`config.mk`:
```
export PLATFORM = sky130hd
export DESIGN_NAME = ws2812_rx_flat
export DESIGN_NICKNAME = d
export VERILOG_FILES = /design/src/rtl/ws2812_rx_if.sv /design/src/rtl/ws2812_rx.sv /design/src/flat_wrapper.sv
export SDC_FILE = /design/constraint.sdc
export NUM_CORES = 1
export LEC_CHECK = 0
export CORE_ASPECT_RATIO = 0.5
export CORE_MARGIN = 2
export CORE_UTILIZATION = 55
export DETAILED_ROUTE_END_ITERATION = 16
export PLACE_DENSITY_LB_ADDON = 0.12
export SYNTH_ARGS = -nofsm -noshare
export SYNTH_HDL_FRONTEND = slang
export SYNTH_SLANG_ARGS = --single-unit
```
`constraint.sdc`:
```
create_clock -name ledClk -period 4.07 [get_ports ledClk]
set_input_delay 0.814 -clock ledClk [delete_from_list [all_inputs] [get_ports ledClk]]
set_output_delay 0.814 -clock ledClk [all_outputs]
set_load 0.05 [all_outputs]
```
`src/rtl/ws2812_rx_if.sv`:
```
// Decoded-pixel bus of the WS2812 receiver: serial line in, pixel/frame strobes out.
interface ws2812_rx_if;
  logic        ledIn;
  logic [23:0] pixel;
  logic        pixelValid;
  logic [7:0]  pixelIndex;
  logic        frameDone;
  logic [7:0]  frameLen;
  logic [2:0]  frameErr;

  // The decoder drives the pixel/frame outputs and reads the line.
  modport master (
    input  ledIn,
    output pixel, pixelValid, pixelIndex, frameDone, frameLen, frameErr
  );

  // The consumer drives the line and reads the decoded results.
  modport slave (
    output ledIn,
    input  pixel, pixelValid, pixelIndex, frameDone, frameLen, frameErr
  );
endinterface

```
`src/rtl/ws2812_rx.sv`:
```
// WS2812 line decoder. Measures high-pulse widths on the synchronized data
// line, turns them into bits, assembles 24-bit GRB pixels MSB first and
// reports the end of each frame when the latch gap is seen.
module ws2812_rx #(
  parameter int NUM_LEDS     = 170,
  parameter int MIN_HIGH     = 3,
  parameter int BIT_THRESH   = 12,
  parameter int MAX_HIGH     = 40,
  parameter int RESET_CYCLES = 1024
) (
  input  logic          ledClk,
  input  logic          reset,
  ws2812_rx_if.master   rx
);

  localparam int LOW_W  = $clog2(RESET_CYCLES + 1);
  localparam int HIGH_W = $clog2(MAX_HIGH + 2);

  localparam logic [LOW_W-1:0]  GAP_M1_C   = LOW_W'(RESET_CYCLES - 1);
  localparam logic [HIGH_W-1:0] MIN_HIGH_C = HIGH_W'(MIN_HIGH);
  localparam logic [HIGH_W-1:0] THRESH_C   = HIGH_W'(BIT_THRESH);
  localparam logic [HIGH_W-1:0] MAX_HIGH_C = HIGH_W'(MAX_HIGH);
  localparam logic [7:0]        NUM_LEDS_C = 8'(NUM_LEDS);

  typedef enum logic [1:0] {
    SYNC = 2'd0,
    LOW  = 2'd1,
    HIGH = 2'd2
  } state_t;

  // Saturating increments: the width counters must never wrap, otherwise a
  // very long low or high could alias to a short one.
  function automatic logic [LOW_W-1:0] sat_inc_low(input logic [LOW_W-1:0] v);
    return (&v) ? v : v + 1'b1;
  endfunction

  function automatic logic [HIGH_W-1:0] sat_inc_high(input logic [HIGH_W-1:0] v);
    return (&v) ? v : v + 1'b1;
  endfunction

  logic              sync1_q, sync2_q;
  logic              line;

  state_t            state_q, state_d;
  logic [LOW_W-1:0]  lowCnt_q, lowCnt_d;
  logic [HIGH_W-1:0] highCnt_q, highCnt_d;
  logic [4:0]        bitCnt_q, bitCnt_d;
  logic [7:0]        pixCnt_q, pixCnt_d;
  logic [22:0]       shift_q, shift_d;
  logic              errPulse_q, errPulse_d;   // glitch or over-long high seen
  logic              errOvf_q, errOvf_d;       // more pixels than NUM_LEDS seen

  logic [23:0]       pixel_q, pixel_d;
  logic              pixelValid_q, pixelValid_d;
  logic [7:0]        pixelIndex_q, pixelIndex_d;
  logic              frameDone_q, frameDone_d;
  logic [7:0]        frameLen_q, frameLen_d;
  logic [2:0]        frameErr_q, frameErr_d;

  logic              frameActive;
  logic              gap;
  logic              bitDone;
  logic              bitVal;
  logic [23:0]       fullPixel;

  // Two-flop synchronizer for the asynchronous data line.
  always_ff @(posedge ledClk or posedge reset) begin
    if (reset) begin
      sync1_q <= 1'b0;
      sync2_q <= 1'b0;
    end else begin
      sync1_q <= rx.ledIn;
      sync2_q <= sync1_q;
    end
  end

  assign line        = sync2_q;
  assign frameActive = (pixCnt_q != 8'd0) || (bitCnt_q != 5'd0) || errPulse_q || errOvf_q;
  assign fullPixel   = {shift_q, bitVal};

  // Decoder state, counters and registered outputs.
  always_ff @(posedge ledClk or posedge reset) begin
    if (reset) begin
      state_q      <= SYNC;
      lowCnt_q     <= '0;
      highCnt_q    <= '0;
      bitCnt_q     <= '0;
      pixCnt_q     <= '0;
      shift_q      <= '0;
      errPulse_q   <= 1'b0;
      errOvf_q     <= 1'b0;
      pixel_q      <= '0;
      pixelValid_q <= 1'b0;
      pixelIndex_q <= '0;
      frameDone_q  <= 1'b0;
      frameLen_q   <= '0;
      frameErr_q   <= '0;
    end else begin
      state_q      <= state_d;
      lowCnt_q     <= lowCnt_d;
      highCnt_q    <= highCnt_d;
      bitCnt_q     <= bitCnt_d;
      pixCnt_q     <= pixCnt_d;
      shift_q      <= shift_d;
      errPulse_q   <= errPulse_d;
      errOvf_q     <= errOvf_d;
      pixel_q      <= pixel_d;
      pixelValid_q <= pixelValid_d;
      pixelIndex_q <= pixelIndex_d;
      frameDone_q  <= frameDone_d;
      frameLen_q   <= frameLen_d;
      frameErr_q   <= frameErr_d;
    end
  end

  // Next-state logic: pulse measurement, bit/pixel assembly and gap handling.
  always_comb begin
    state_d      = state_q;
    lowCnt_d     = lowCnt_q;
    highCnt_d    = highCnt_q;
    bitCnt_d     = bitCnt_q;
    pixCnt_d     = pixCnt_q;
    shift_d      = shift_q;
    errPulse_d   = errPulse_q;
    errOvf_d     = errOvf_q;
    pixel_d      = pixel_q;
    pixelValid_d = 1'b0;
    pixelIndex_d = pixelIndex_q;
    frameDone_d  = 1'b0;
    frameLen_d   = frameLen_q;
    frameErr_d   = frameErr_q;
    gap          = 1'b0;
    bitDone      = 1'b0;
    bitVal       = 1'b0;

    case (state_q)
      // Wait for a full latch gap so decoding never starts mid-frame.
      SYNC: begin
        if (line) begin
          lowCnt_d = '0;
        end else begin
          lowCnt_d = sat_inc_low(lowCnt_q);
          if (lowCnt_q == GAP_M1_C) begin
            state_d = LOW;
            gap     = frameActive;
          end
        end
      end

      LOW: begin
        if (line) begin
          state_d   = HIGH;
          highCnt_d = HIGH_W'(1);
          lowCnt_d  = '0;
        end else begin
          lowCnt_d = sat_inc_low(lowCnt_q);
          // Fires only on the exact crossing, so a long low gives one frameDone.
          if ((lowCnt_q == GAP_M1_C) && frameActive) begin
            gap = 1'b1;
          end
        end
      end

      HIGH: begin
        if (highCnt_q > MAX_HIGH_C) begin
          // Over-long high: the framing is lost, resynchronize on the next gap.
          errPulse_d = 1'b1;
          bitCnt_d   = '0;
          lowCnt_d   = '0;
          state_d    = SYNC;
        end else if (line) begin
          highCnt_d = sat_inc_high(highCnt_q);
        end else if (highCnt_q < MIN_HIGH_C) begin
          errPulse_d = 1'b1;
          state_d    = LOW;
        end else begin
          bitDone = 1'b1;
          bitVal  = (highCnt_q >= THRESH_C);
          state_d = LOW;
        end
      end

      default: begin
        state_d = SYNC;
      end
    endcase

    if (bitDone) begin
      shift_d = {shift_q[21:0], bitVal};
      if (bitCnt_q == 5'd23) begin
        bitCnt_d = '0;
        if (pixCnt_q < NUM_LEDS_C) begin
          pixel_d      = fullPixel;
          pixelIndex_d = pixCnt_q;
          pixelValid_d = 1'b1;
          pixCnt_d     = pixCnt_q + 8'd1;
        end else begin
          errOvf_d = 1'b1;
        end
      end else begin
        bitCnt_d = bitCnt_q + 5'd1;
      end
    end

    // Gap only happens with the line low, so it never meets a pixel strobe.
    if (gap) begin
      frameDone_d = 1'b1;
      frameLen_d  = pixCnt_q;
      frameErr_d  = {errPulse_q, errOvf_q, bitCnt_q != 5'd0};
      pixCnt_d    = '0;
      bitCnt_d    = '0;
      errPulse_d  = 1'b0;
      errOvf_d    = 1'b0;
    end
  end

  assign rx.pixel      = pixel_q;
  assign rx.pixelValid = pixelValid_q;
  assign rx.pixelIndex = pixelIndex_q;
  assign rx.frameDone  = frameDone_q;
  assign rx.frameLen   = frameLen_q;
  assign rx.frameErr   = frameErr_q;

endmodule
```
`src/flat_wrapper.sv`:
```
// flat-port wrapper written by rule: the top's interface ports become plain ports
module ws2812_rx_flat 
#(
  parameter int NUM_LEDS     = 170,
  parameter int MIN_HIGH     = 3,
  parameter int BIT_THRESH   = 12,
  parameter int MAX_HIGH     = 40,
  parameter int RESET_CYCLES = 1024
)
  (ledClk, reset, rx_ledIn, rx_pixel, rx_pixelValid, rx_pixelIndex, rx_frameDone, rx_frameLen, rx_frameErr);
  ws2812_rx_if rx_i ();
  input  logic ledClk;
  input  logic reset;
  input wire logic [$bits(rx_i.ledIn)-1:0] rx_ledIn;
  output wire logic [$bits(rx_i.pixel)-1:0] rx_pixel;
  output wire logic [$bits(rx_i.pixelValid)-1:0] rx_pixelValid;
  output wire logic [$bits(rx_i.pixelIndex)-1:0] rx_pixelIndex;
  output wire logic [$bits(rx_i.frameDone)-1:0] rx_frameDone;
  output wire logic [$bits(rx_i.frameLen)-1:0] rx_frameLen;
  output wire logic [$bits(rx_i.frameErr)-1:0] rx_frameErr;
  assign rx_i.ledIn = rx_ledIn;
  assign rx_pixel = rx_i.pixel;
  assign rx_pixelValid = rx_i.pixelValid;
  assign rx_pixelIndex = rx_i.pixelIndex;
  assign rx_frameDone = rx_i.frameDone;
  assign rx_frameLen = rx_i.frameLen;
  assign rx_frameErr = rx_i.frameErr;
  ws2812_rx #(.NUM_LEDS(NUM_LEDS), .MIN_HIGH(MIN_HIGH), .BIT_THRESH(BIT_THRESH), .MAX_HIGH(MAX_HIGH), .RESET_CYCLES(RESET_CYCLES)) u_core (.ledClk(ledClk), .reset(reset), .rx(rx_i));
endmodule
```
---- Word-level counts from Yosys, hierarchy flattened ----
Index checks and enable logic that the tools add are counted.
storage, ports and cells
  logic and storage cells ................. 116
  bits in read-only memories .............. 0
  output and inout port bits .............. 45
  bits in latches ......................... 0
  input port bits ......................... 3
  memories ................................ 0
  flip-flop bits (word level) ............. 104
  bits in writable memories ............... 0
cells by class
  divide/modulo/power cells ............... 0
  mux-type cells .......................... 50
  $lt $le $gt $ge ......................... 4
  $mul .................................... 0
  equality and inequality tests ........... 15
  add/sub/neg operators ................... 4
  reductions and logical operators ........ 27
  shift operators ......................... 0
  bitwise gates (word level) .............. 0
operator list
  operator                                                                             number
  11-bit two-way mux                                                                   3
  8-bit two-way mux                                                                    4
  1-bit two-way mux                                                                    25
  5-bit two-way mux                                                                    5
  6-bit two-way mux                                                                    4
  11-bit one-hot mux with 2 select lines                                               1
  3-bit AND reduction                                                                  5
  6-bit one-hot mux with 2 select lines                                                1
  2-bit nonzero test                                                                   6
  11-bit by 1-bit adder with 11-bit output, second input constant                      1
  11-bit by 10-bit equality test with 1-bit output, second input constant              1
  11-bit AND reduction                                                                 1
  2-bit two-way mux                                                                    5
  2-bit by 1-bit != test with 1-bit output, second input constant                      5
  3-bit nonzero test                                                                   3
  8-bit by 1-bit adder with 8-bit output, second input constant                        1
  8-bit less-than comparator, second input constant                                    1
  8-bit nonzero test                                                                   1
  6-bit by 1-bit adder with 6-bit output, second input constant                        1
  6-bit by 4-bit greater-or-equal comparator with 1-bit output, second input constant  1
  6-bit greater-than comparator, second input constant                                 1
  6-bit by 2-bit less-than comparator with 1-bit output, second input constant         1
  2-bit != test, second input constant                                                 3
  3-bit != test, second input constant                                                 2
  16 further kinds                                                                     18

---- Logic depth before layout (Yosys ltp) ----
Gate-level depths: netlist of the first run.
  depth after elaboration ................. 10
  depth in mapped cells ................... 10
  depth with buffers taken out ............ 9

---- Worst setup path before layout of the first run ----
No wires, ideal clock.
  path kind ............................... register to register
  start ................................... register u_core.state_q[0]
  end ..................................... register u_core.pixelIndex_q[2], in the netlist u_core.rx.pixelIndex[2]
  path slack .............................. 2025 ps
  cell stages (with the launch flop) ...... 9
  buffers on the path ..................... 2
  setup time .............................. 128 ps
  data required time ...................... 3942 ps
  arrival time ............................ 1918 ps
  clock period less this slack ............ 2045 ps
  path through ............................ dfrtp_1 > inv_1 > ha_1 > clkbuf_1 > o211ai_4 > nor3_4 > nand2_4 > buf_6 > mux2_1
between the ends
  longest elaborated chain between the ends .. 3
RTL lines
  item                           line              RTL
  from (decl)                    ws2812_rx.sv:44   state_t state_q, state_d;
  from (signal assigned)         ws2812_rx.sv:99   state_q <= state_d;
  2-bit equality test            ws2812_rx.sv:136  case (state_q)
  1-bit two-way mux              ws2812_rx.sv:136
  3-bit AND reduction (no line)  --
  to (signal assigned)           ws2812_rx.sv:109  pixelIndex_q <= pixelIndex_d;
  to (decl)                      ws2812_rx.sv:55   logic [7:0] pixelIndex_q, pixelIndex_d;
No other way between the ends.
A chain may end at the register's enable or synchronous reset.

---- Final worst setup path of the first run ----
  start ................................... register u_core.state_q[0]
  end ..................................... register u_core.bitCnt_q[3]
between the ends
  longest elaborated chain between the ends .. 4
  elaborated cells on any way between the ends .. 10
  classes of those cells .................. eq/ne (2); mux (4); reduce/logical (4)
RTL lines
  item                                                                               line              RTL
  2-bit by 1-bit equality test with 1-bit output, or another cell as far along       ws2812_rx.sv:136
  1-bit one-hot mux with 2 select lines / 1-bit two-way mux (equally long branches)  ws2812_rx.sv:136
  3-bit nonzero test (no line) / 5-bit two-way mux (equally long branches)           --
  2-bit AND reduction (no line) / 5-bit two-way mux (equally long branches)          --
  to (signal assigned)                                                               ws2812_rx.sv:102  bitCnt_q <= bitCnt_d;
  to (decl)                                                                          ws2812_rx.sv:47   logic [4:0] bitCnt_q, bitCnt_d;
Several ways; a longest one is shown, not always the timed one.

==> flow_summary.yaml, run 1 <==
power:
  p_clk_share_pct: 43.6
  power.switching_uw: 435
  internal_power_uw: 1470
  power_frac_comb_pct: 1.9
  swShare_pct: 22.8
  p_seq_share_pct: 54.5
  vdd_drop_max_mv: 0.209
  power_density_nw_per_um2: 348
  leakagePower_uw: 0.00262
clock_tree:
  cts_tree: "done"
  post_cts_buffers: 0
  cts.clk_slew.worst_paths_ps: 70
  clock_path_buffers: 2
  clk_latency_ps: 350
  clkSinkCount: 104
  cts_htree_levels: 3
  cts_buffers: 9
  cts_root_buffer: "clkbuf_16"
  cts-resized-gates: 0
  ctsHoldBuffers: 0
sta:
  finalCritPeriodShare_pct: 67.0
  post-route-min-period_ps: 2730
  setup_viol: 0
  tightest_slew_ps: 1090
  timing.fmax_mhz: 367
  drv_slew: 0
  fin_skew_ps: 9.09
  rsz0062_at_grt: "no"
  max_slew_margin_pct: 27.5
  finalSetupTns_ps: 0
  finalHoldViolations: 0
worst_setup_path:
  reg2reg_depth: 7
  worstPathMaxFanout: 28
  path_class: "reg2reg"
  arrival_ps: 2990
  reg2reg_slack_ps: 1340
  reg2reg_from: "u_core.state_q[0]"
  critPathLaunch: "u_core.state_q[0]"
  r2r_end: "u_core.bitCnt_q[3]"
  cp-start-kind: "register"
  end_kind: "register"
  cp-endpoint: "u_core.bitCnt_q[3]"
  crit_required_ps: 4330
grt:
  grt_antenna_before_repair: 0
  grt_pass1_wl_mm: 15.4
  grt_max_degree: 44
  grt_pass1_vias: 3190
  grt_usage_pct: 20.7
  grt_overflow_total: 0
synthesis:
  synth_top_area_cell: "dfrtp_1"
  ys_types: 53
  syn-cell-area_sq_um: 4660
  synth_nets: 460
  yosysSeqAreaShare_pct: 55.9
  post_synth.cell_area_avg_sq_um: 10.4
  synth_area_leaders: "dfrtp_1 56%, nand2_1 7.5%, mux2_1 6.0%"
  ys_ff_latch: 104
  synth_top_area_share_pct: 55.9
  yosys_most_used_dff: "dfrtp_1"
  synth_async_sr_flop_share_pct: 100
  synth_edf_count: 0
  yosysWarnings: 0
  netlist_instances: 446
cells_and_area:
  antenna_cells: 0
  drive_gt1_share_pct: 8.33
  nets: 501
  fin_cells: 604
  syn_to_final_growth_pct: 17.6
  utilization_pct: 67.5
  fill_cells: 653
routing:
  wl_mm: 8.74
  drc: 0
  dr.pass1.iters: 4
  avgRoutedWirePerCell_microns: 14.5
  drtAntennaViolNets: 0
  avgViaCountPerCell: 5.44
  via_count: 3285
  first_iter_violations: 205
floorplanning:
  start_util_pct: 57.4
  die_area_sq_um: 9260
  ios: 48
  core-area_sq_um: 8120
  die_w_microns: 134
  rows: 23
  die_h_microns: 69.1
job:
  cap_violations: 0
placement:
  place.gp.congestion: 0.873
  place_hpwl_mm: 5.76
  dp_cells: 588
  port_buffers: 47
status:
  status: "finished, final reports clean"
worst_hold_path:
  worstHoldPathType: "reg2reg"
==> how the worst min path moves through the flow <==
stage,cells past startpoint,to,from
floorplan,0,u_core.line,u_core.sync1_q
global placement,0,u_core.line,u_core.sync1_q
detailed placement,0,u_core.line,u_core.sync1_q
CTS,0,u_core.line,u_core.sync1_q
global route,0,u_core.line,u_core.sync1_q
finish,0,u_core.line,u_core.sync1_q
==> state kept, by name, indices dropped and copies added (netlist names), 2 cells and up <==
name,flops
u_core.rx.frameLen,8
u_core.rx.frameErr,3
u_core.rx.pixel,24
u_core.pixCnt_q,8
u_core.rx.pixelIndex,8
u_core.highCnt_q,6
u_core.state_q,2
u_core.shift_q,23
u_core.lowCnt_q,11
u_core.bitCnt_q,5
==> critical path, stage by stage (launching register included) <==
cell and delay, ps:
dfrtp_1 420, inv_1 110, ha_1 570, o211ai_4 190, nand2b_1 690, a311oi_1 490, o21ai_1 90, o31ai_1 70
==> area by class of cell <==
| cell class | instances | area [sq um] | area share [%] |
|---|---|---|---|
| Sequential cell | 104 | 2600 | 47.5 |
| Multi-Input combinational cell | 305 | 1870 | 34.2 |
| Timing Repair Buffer | 51 | 513 | 9.37 |
| Clock buffer | 9 | 225 | 4.11 |
| Tap cell | 112 | 140 | 2.56 |
| Inverter | 16 | 62.6 | 1.14 |
| Clock inverter | 7 | 61.3 | 1.12 |
==> metal layers <==
layer	vias to the layer above	GRT usage (%)	part of all wire, %
li1	1615	-	-
met1	1598	29.4	49
met2	61	32.4	46
met3	11	4.19	3.8
met4	0	6.78	1.1
met5	-	0	0
==> cell usage in the layout, fill, tap and decap left out, types with 11 or more instances in the layout <==
cell and instances:
ha_1 11, o21ai_1 18, clkdlybuf4s50_1 47, nand2_1 93, nor2_1 31, dfrtp_1 104, o21ai_0 14, inv_1 14
mux2_1 25, nand3_1 25, a21oi_1 12
==> kinds of logic after synthesis <==
group           synth area share, %
mux                            8.68
fa+ha+maj                      2.96
buf+inv                        3.95
xor+xnor                      0.941
flops                          55.9
simple gates                   18.5
compound gates                 9.06
==> Yosys cell counts, types with 2 or more instances <==
library cell	number
dfrtp_1	104
nand2_1	93
nor2_1	31
mux2_1	25
nand3_1	25
o21ai_1	18
inv_1	15
o21ai_0	14
a21oi_1	12
ha_1	11
mux2_2	10
clkbuf_1	7
nor3_1	7
buf_2	6
nand4_1	5
buf_4	4
nand2b_1	4
o31ai_1	4
buf_6	3
o41ai_1	3
xnor2_1	3
a211o_1	2
a32o_1	2
and3_1	2
nor3b_1	2
nor4_1	2
nor4b_1	2
or2_1	2
or3_1	2
or4b_2	2
xor2_1	2
==> metrics by stage <==
step	worst slack, ps	total power [uW]	area [sq um]	hold WS, ps
2_1_floorplan	524	1080	4660	331
3_3_place_gp	1410	1100	5190	332
3_5_place_dp	1350	1100	5190	336
4_1_cts	1320	1930	5480	352
5_1_grt	1070	1980	5480	359
6_report	1340	1910	5480	350
==> power by group through the flow <==
stage | Sequential [uW] | Clock [uW] | Combinational [uW]
floorplan | 1060 | 0 | 25.5
global placement | 1060 | 0 | 37.3
detailed placement | 1060 | 0 | 37.6
CTS | 1040 | 854 | 37.7
global route | 1040 | 894 | 43.1
finish | 1040 | 831 | 36.0
(Power assumes the default switching activity.)
==> run 2: changes to the inputs <==
clock period = 2.7 ns   (was 4.07 ns; I/O delays follow)
==> run 2 against run 1 <==
  * Register-to-register slack lost 970 ps
  * Hold slack better by 2.0 ps
  * First-iteration DRC count is 30% lower
  * Highest routed layer unchanged
  * Total power increased by 50%
  * Sequential share of layout area down 0.49 points
  * Cell count increased by 1.2%
  * Sequential cell count is the same
  * Via count is 2.1% higher
  * Sequential power is 51% higher
  * Clock power up 48%
  * Design area grew 1.1%
  * Critical endpoint is now u_core.highCnt_q[3]
  * Global-route usage is 0.27 points lower
==> flow_summary.yaml, run 2 (synthesized netlist as in run 1, its figures left out) <==
status:
  status: "finished, final reports clean"
grt:
  grt_antenna_before_repair: 0
  grt_max_degree: 44
  grt_usage_pct: 20.5
  grt_pass1_vias: 3149
  grt_overflow_total: 0
  grt_pass1_wl_mm: 15.3
power:
  power_density_nw_per_um2: 516
  vdd_drop_max_mv: 0.343
  power_frac_comb_pct: 2.0
  p_total_uw: 2860
  power.switching_uw: 640
  p_seq_share_pct: 54.9
  swShare_pct: 22.4
  leakagePower_uw: 0.00265
  p_clk_share_pct: 43.1
  internal_power_uw: 2210
routing:
  drtAntennaViolNets: 0
  drc: 0
  wl_mm: 8.94
  met3_length_microns: 351
  first_iter_violations: 144
  drt-met1-wl_mm: 4.33
  wl_met2_mm: 4.17
  dr.pass1.iters: 4
  avgViaCountPerCell: 5.49
  top_layer: "met4"
  avgRoutedWirePerCell_microns: 14.6
  via_count: 3353
clock_tree:
  cts-resized-gates: 0
  cts_root_buffer: "clkbuf_16"
  cts_htree_levels: 3
  clk_latency_ps: 340
  clkSinkCount: 104
  clock_path_buffers: 2
  ctsHoldBuffers: 0
  cts.clk_slew.worst_paths_ps: 70
  cts_tree: "done"
  post_cts_buffers: 0
  cts_buffers: 9
worst_setup_path:
  arrival_ps: 2610
  path_class: "reg2reg"
  path_common_cell: "nor2_1"
  cp-start-kind: "register"
  worstPathMaxFanout: 12
  slowest_delay_ps: 710
  critPathSlowestCell: "or4b_2"
  end_kind: "register"
  crit_chain: "inv_1 -> ha_1 -> nor3b_1 -> nor2_1 -> nor2_1 -> o21ai_1 -> or4b_2 -> nand3_1"
  reg2reg_depth: 8
  crit_required_ps: 2980
job:
  cap_violations: 0
floorplanning:
  rows: 23
  core-area_sq_um: 8120
  die_area_sq_um: 9260
  die_h_microns: 69.1
  die_w_microns: 134
  ios: 48
  start_util_pct: 57.4
sta:
  finalCritPeriodShare_pct: 86.3
  rsz0062_at_grt: "no"
  tightest_slew_ps: 732
  post-route-min-period_ps: 2330
  finalSetupTns_ps: 0
  fin_skew_ps: 6.72
  drv_slew: 0
  timing.fmax_mhz: 429
  finalHoldViolations: 0
  setup_viol: 0
  holdWs_ps: 352
  max_slew_margin_pct: 50.9
placement:
  place_hpwl_mm: 6.14
  port_buffers: 47
  place.gp.congestion: 0.828
cells_and_area:
  register_area_sq_um: 2600
  layout_common_cells: "104 x dfrtp_1, 93 x nand2_1, 47 x clkdlybuf4s50_1"
  nets: 508
  drive_gt1_share_pct: 9.42
  syn_to_final_growth_pct: 18.8
  final_common_cell: "dfrtp_1"
  fill_cells: 623
  antenna_cells: 0
  largest_reg_flops: 24
  multiInputGateArea_sq_um: 1870
worst_hold_path:
  hold_depth: 0
  worstHoldPathType: "reg2reg"
-- run 2: worst max-delay path, delay by kind of cell, from the launching register on --
kind                       cells  cell delay, ps
AOI/OAI and AO/OA              1             230
adders and majority gates      1             160
buffers and inverters          1              90
DFF                            1             420
and+or+nand+nor                5            1370
-- run 2: layout make-up --
| class | instances | area share [%] |
|---|---|---|
| clock inverters | 6 | 0.882 |
| flip-flops and latches | 104 | 47.0 |
| multi-input cells | 305 | 33.8 |
| well taps | 112 | 2.53 |
| inverters | 16 | 1.15 |
| repair buffers | 58 | 10.4 |
| clock buffers | 10 | 4.14 |
-- run 2: per-layer routing --
| metal | vias to the layer above | track usage, % |
|---|---|---|
| li1 | 1629 | - |
| met1 | 1651 | 29.0 |
| met2 | 65 | 31.9 |
| met3 | 8 | 5.52 |
| met4 | 0 | 4.80 |
| met5 | - | 0 |
-- run 2: power by group through the flow --
stage                     registers [uW]  clock network, uW  logic [uW]
after global routing                1570               1320        67.7
final                               1570               1230        56.5
after floorplan                     1600                  0        38.8
after CTS                           1570               1250        59.6
after detailed placement            1600                  0        59.5
after global placement              1600                  0        58.3
-- run 2: final timing paths --
kind,end,slack (ps),from
max reg2reg,u_core.highCnt_q[3],370,u_core.highCnt_q[0]
min in group asynchronous,u_core.shift_q[14],470,reset
min,u_core.line,350,u_core.sync1_q
max in group asynchronous,u_core.lowCnt_q[4],1590,reset
max,u_core.highCnt_q[3],370,u_core.highCnt_q[0]
min reg2reg,u_core.line,350,u_core.sync1_q
-- run 2: per-stage QoR --
step	util, %	worst slack, ps	cell area [sq um]	cells
2_1_floorplan	-	655	4660	446
3_3_place_gp	64.8	449	5260	595
3_5_place_dp	64.8	385	5260	595
4_1_cts	68.2	353	5530	611
5_1_grt	68.2	140	5530	611
6_report	68.2	370	5530	611
==> run 3: changes to the inputs <==
CORE_UTILIZATION = 56   (was 55)
==> run 3 against run 2 <==
  * Critical endpoint unchanged
  * Clock skew about the same
  * Sequential cell count stayed put
  * Wire length shrank 6.0%
  * Sequential power about the same
  * Non-clock buffer count fell by 1
  * Cell count is 0.16% lower
==> flow_summary.yaml, run 3 (synthesized netlist as in run 1, its figures left out) <==
worst_hold_path:
  worstHoldPathType: "reg2reg"
routing:
  drtAntennaViolNets: 0
  dr.pass1.iters: 4
  avgRoutedWirePerCell_microns: 13.8
  avgViaCountPerCell: 5.42
  drc: 0
  via_count: 3305
  wl_mm: 8.40
  first_iter_violations: 221
worst_setup_path:
  path_common_cell: "nor2_1"
  worstPathMaxFanout: 12
  critPathSlowestCell: "or4b_2"
  crit_required_ps: 2980
  arrival_ps: 2530
  crit_chain: "inv_1 -> ha_1 -> nor3b_1 -> nor2_1 -> nor2_1 -> o21ai_1 -> or4b_2 -> nand3_1"
  path_class: "reg2reg"
  cp-start-kind: "register"
  end_kind: "register"
  slowest_delay_ps: 710
power:
  swShare_pct: 20.8
  leakagePower_uw: 0.00267
  p_seq_share_pct: 51.2
  p_clk_share_pct: 47.1
  vdd_drop_max_mv: 0.333
  power.switching_uw: 637
  p_total_uw: 3070
  power_frac_comb_pct: 1.7
  power_density_nw_per_um2: 549
  internal_power_uw: 2430
sta:
  tightest_slew_ps: 696
  drv_slew: 0
  rsz0062_at_grt: "no"
  fin_skew_ps: 6.43
  finalHoldViolations: 0
  holdWs_ps: 351
  finalCritPeriodShare_pct: 83.5
  post-route-min-period_ps: 2250
  fin_ws_ps: 447
  timing.fmax_mhz: 444
  max_slew_margin_pct: 53.3
  finalSetupTns_ps: 0
  setup_viol: 0
clock_tree:
  cts_root_buffer: "clkbuf_16"
  clock_path_buffers: 2
  clk_latency_ps: 350
  cts.clk_slew.worst_paths_ps: 70
  cts_htree_levels: 3
  post_cts_buffers: 0
  cts-resized-gates: 0
  cts_buffers: 9
  cts_tree: "done"
  ctsHoldBuffers: 0
  clkSinkCount: 104
status:
  status: "finished, final reports clean"
placement:
  place.gp.congestion: 0.796
  pre_cts_ws_ps: 453
  port_buffers: 47
  place_hpwl_mm: 5.74
grt:
  grt_antenna_before_repair: 0
  grt_max_degree: 105
  grt_pass1_vias: 3102
  grt_usage_pct: 20.6
  grt_pass1_wl_mm: 14.7
  grt_overflow_total: 0
cells_and_area:
  nets: 507
  register_area_sq_um: 2600
  syn_to_final_growth_pct: 19.9
  utilization_pct: 69.5
  largest_reg_flops: 24
  layout_common_cells: "104 x dfrtp_1, 93 x nand2_1, 47 x clkdlybuf4s50_1"
  multiInputGateArea_sq_um: 1870
  final_common_cell: "dfrtp_1"
  antenna_cells: 0
  fill_cells: 608
  drive_gt1_share_pct: 9.44
floorplanning:
  die_h_microns: 68.5
  start_util_pct: 58.0
  ios: 48
  die_w_microns: 133
  core-area_sq_um: 8030
  rows: 23
  die_area_sq_um: 9110
job:
  cap_violations: 0
## run 3: cell types whose count changed in the layout (fill, tap and decap cells not counted), sizes merged
| cell | change |
|---|---|
| clkinv | -2 |
| bufinv | +2 |
| buf | -1 |
## run 3: path summary, 6_finish.rpt
kind | start | end | slack, ps | depth (start not counted)
setup / recovery | u_core.highCnt_q[0] | u_core.highCnt_q[3] | 450 | 8
hold / removal | u_core.sync1_q | u_core.line | 350 | 0
setup reg to reg | u_core.highCnt_q[0] | u_core.highCnt_q[3] | 450 | 8
hold reg to reg | u_core.sync1_q | u_core.line | 350 | 0
max in group asynchronous | reset | u_core.state_q[1] | 1590 | 3
min in group asynchronous | reset | u_core.rx.pixel[16] | 700 | 3
## run 3: layout make-up
class,instances,area share [%]
Inverter,16,1.14
Tap cell,112,2.51
Timing Repair Buffer,57,10.2
Multi-Input combinational cell,305,33.5
Clock inverter,6,1.75
Clock buffer,10,4.28
Sequential cell,104,46.6
## run 3: power groups by stage
stage	logic (uW)	registers, uW	clock network [uW]
final	52.6	1570	1440
after global routing	62.5	1570	1540
after global placement	55.5	1600	0
after CTS	55.6	1570	1470
after detailed placement	55.5	1600	0
after floorplan	38.8	1600	0
## run 3: metrics by stage
step	std cells	area, sq um
after floorplan	446	4660
after global placement	594	5250
after detailed placement	594	5250
after CTS	610	5580
after global routing	610	5580
final	610	5580
## run 3: routing by layer
layer	vias to the layer above	GRT usage, %	routed length [microns]
li1	1627	-	-
met1	1608	28.2	4080
met2	57	32.8	3870
met3	13	5.26	344
met4	0	7.12	104
met5	-	0	0
## run 3: worst max-delay path: cells and delay by family (launching register included)
kind            cells  cell delay (ps)
compound gates      1              220
fa+ha+maj           1              140
simple gates        5             1330
buf+inv             1               90
flops               1              410
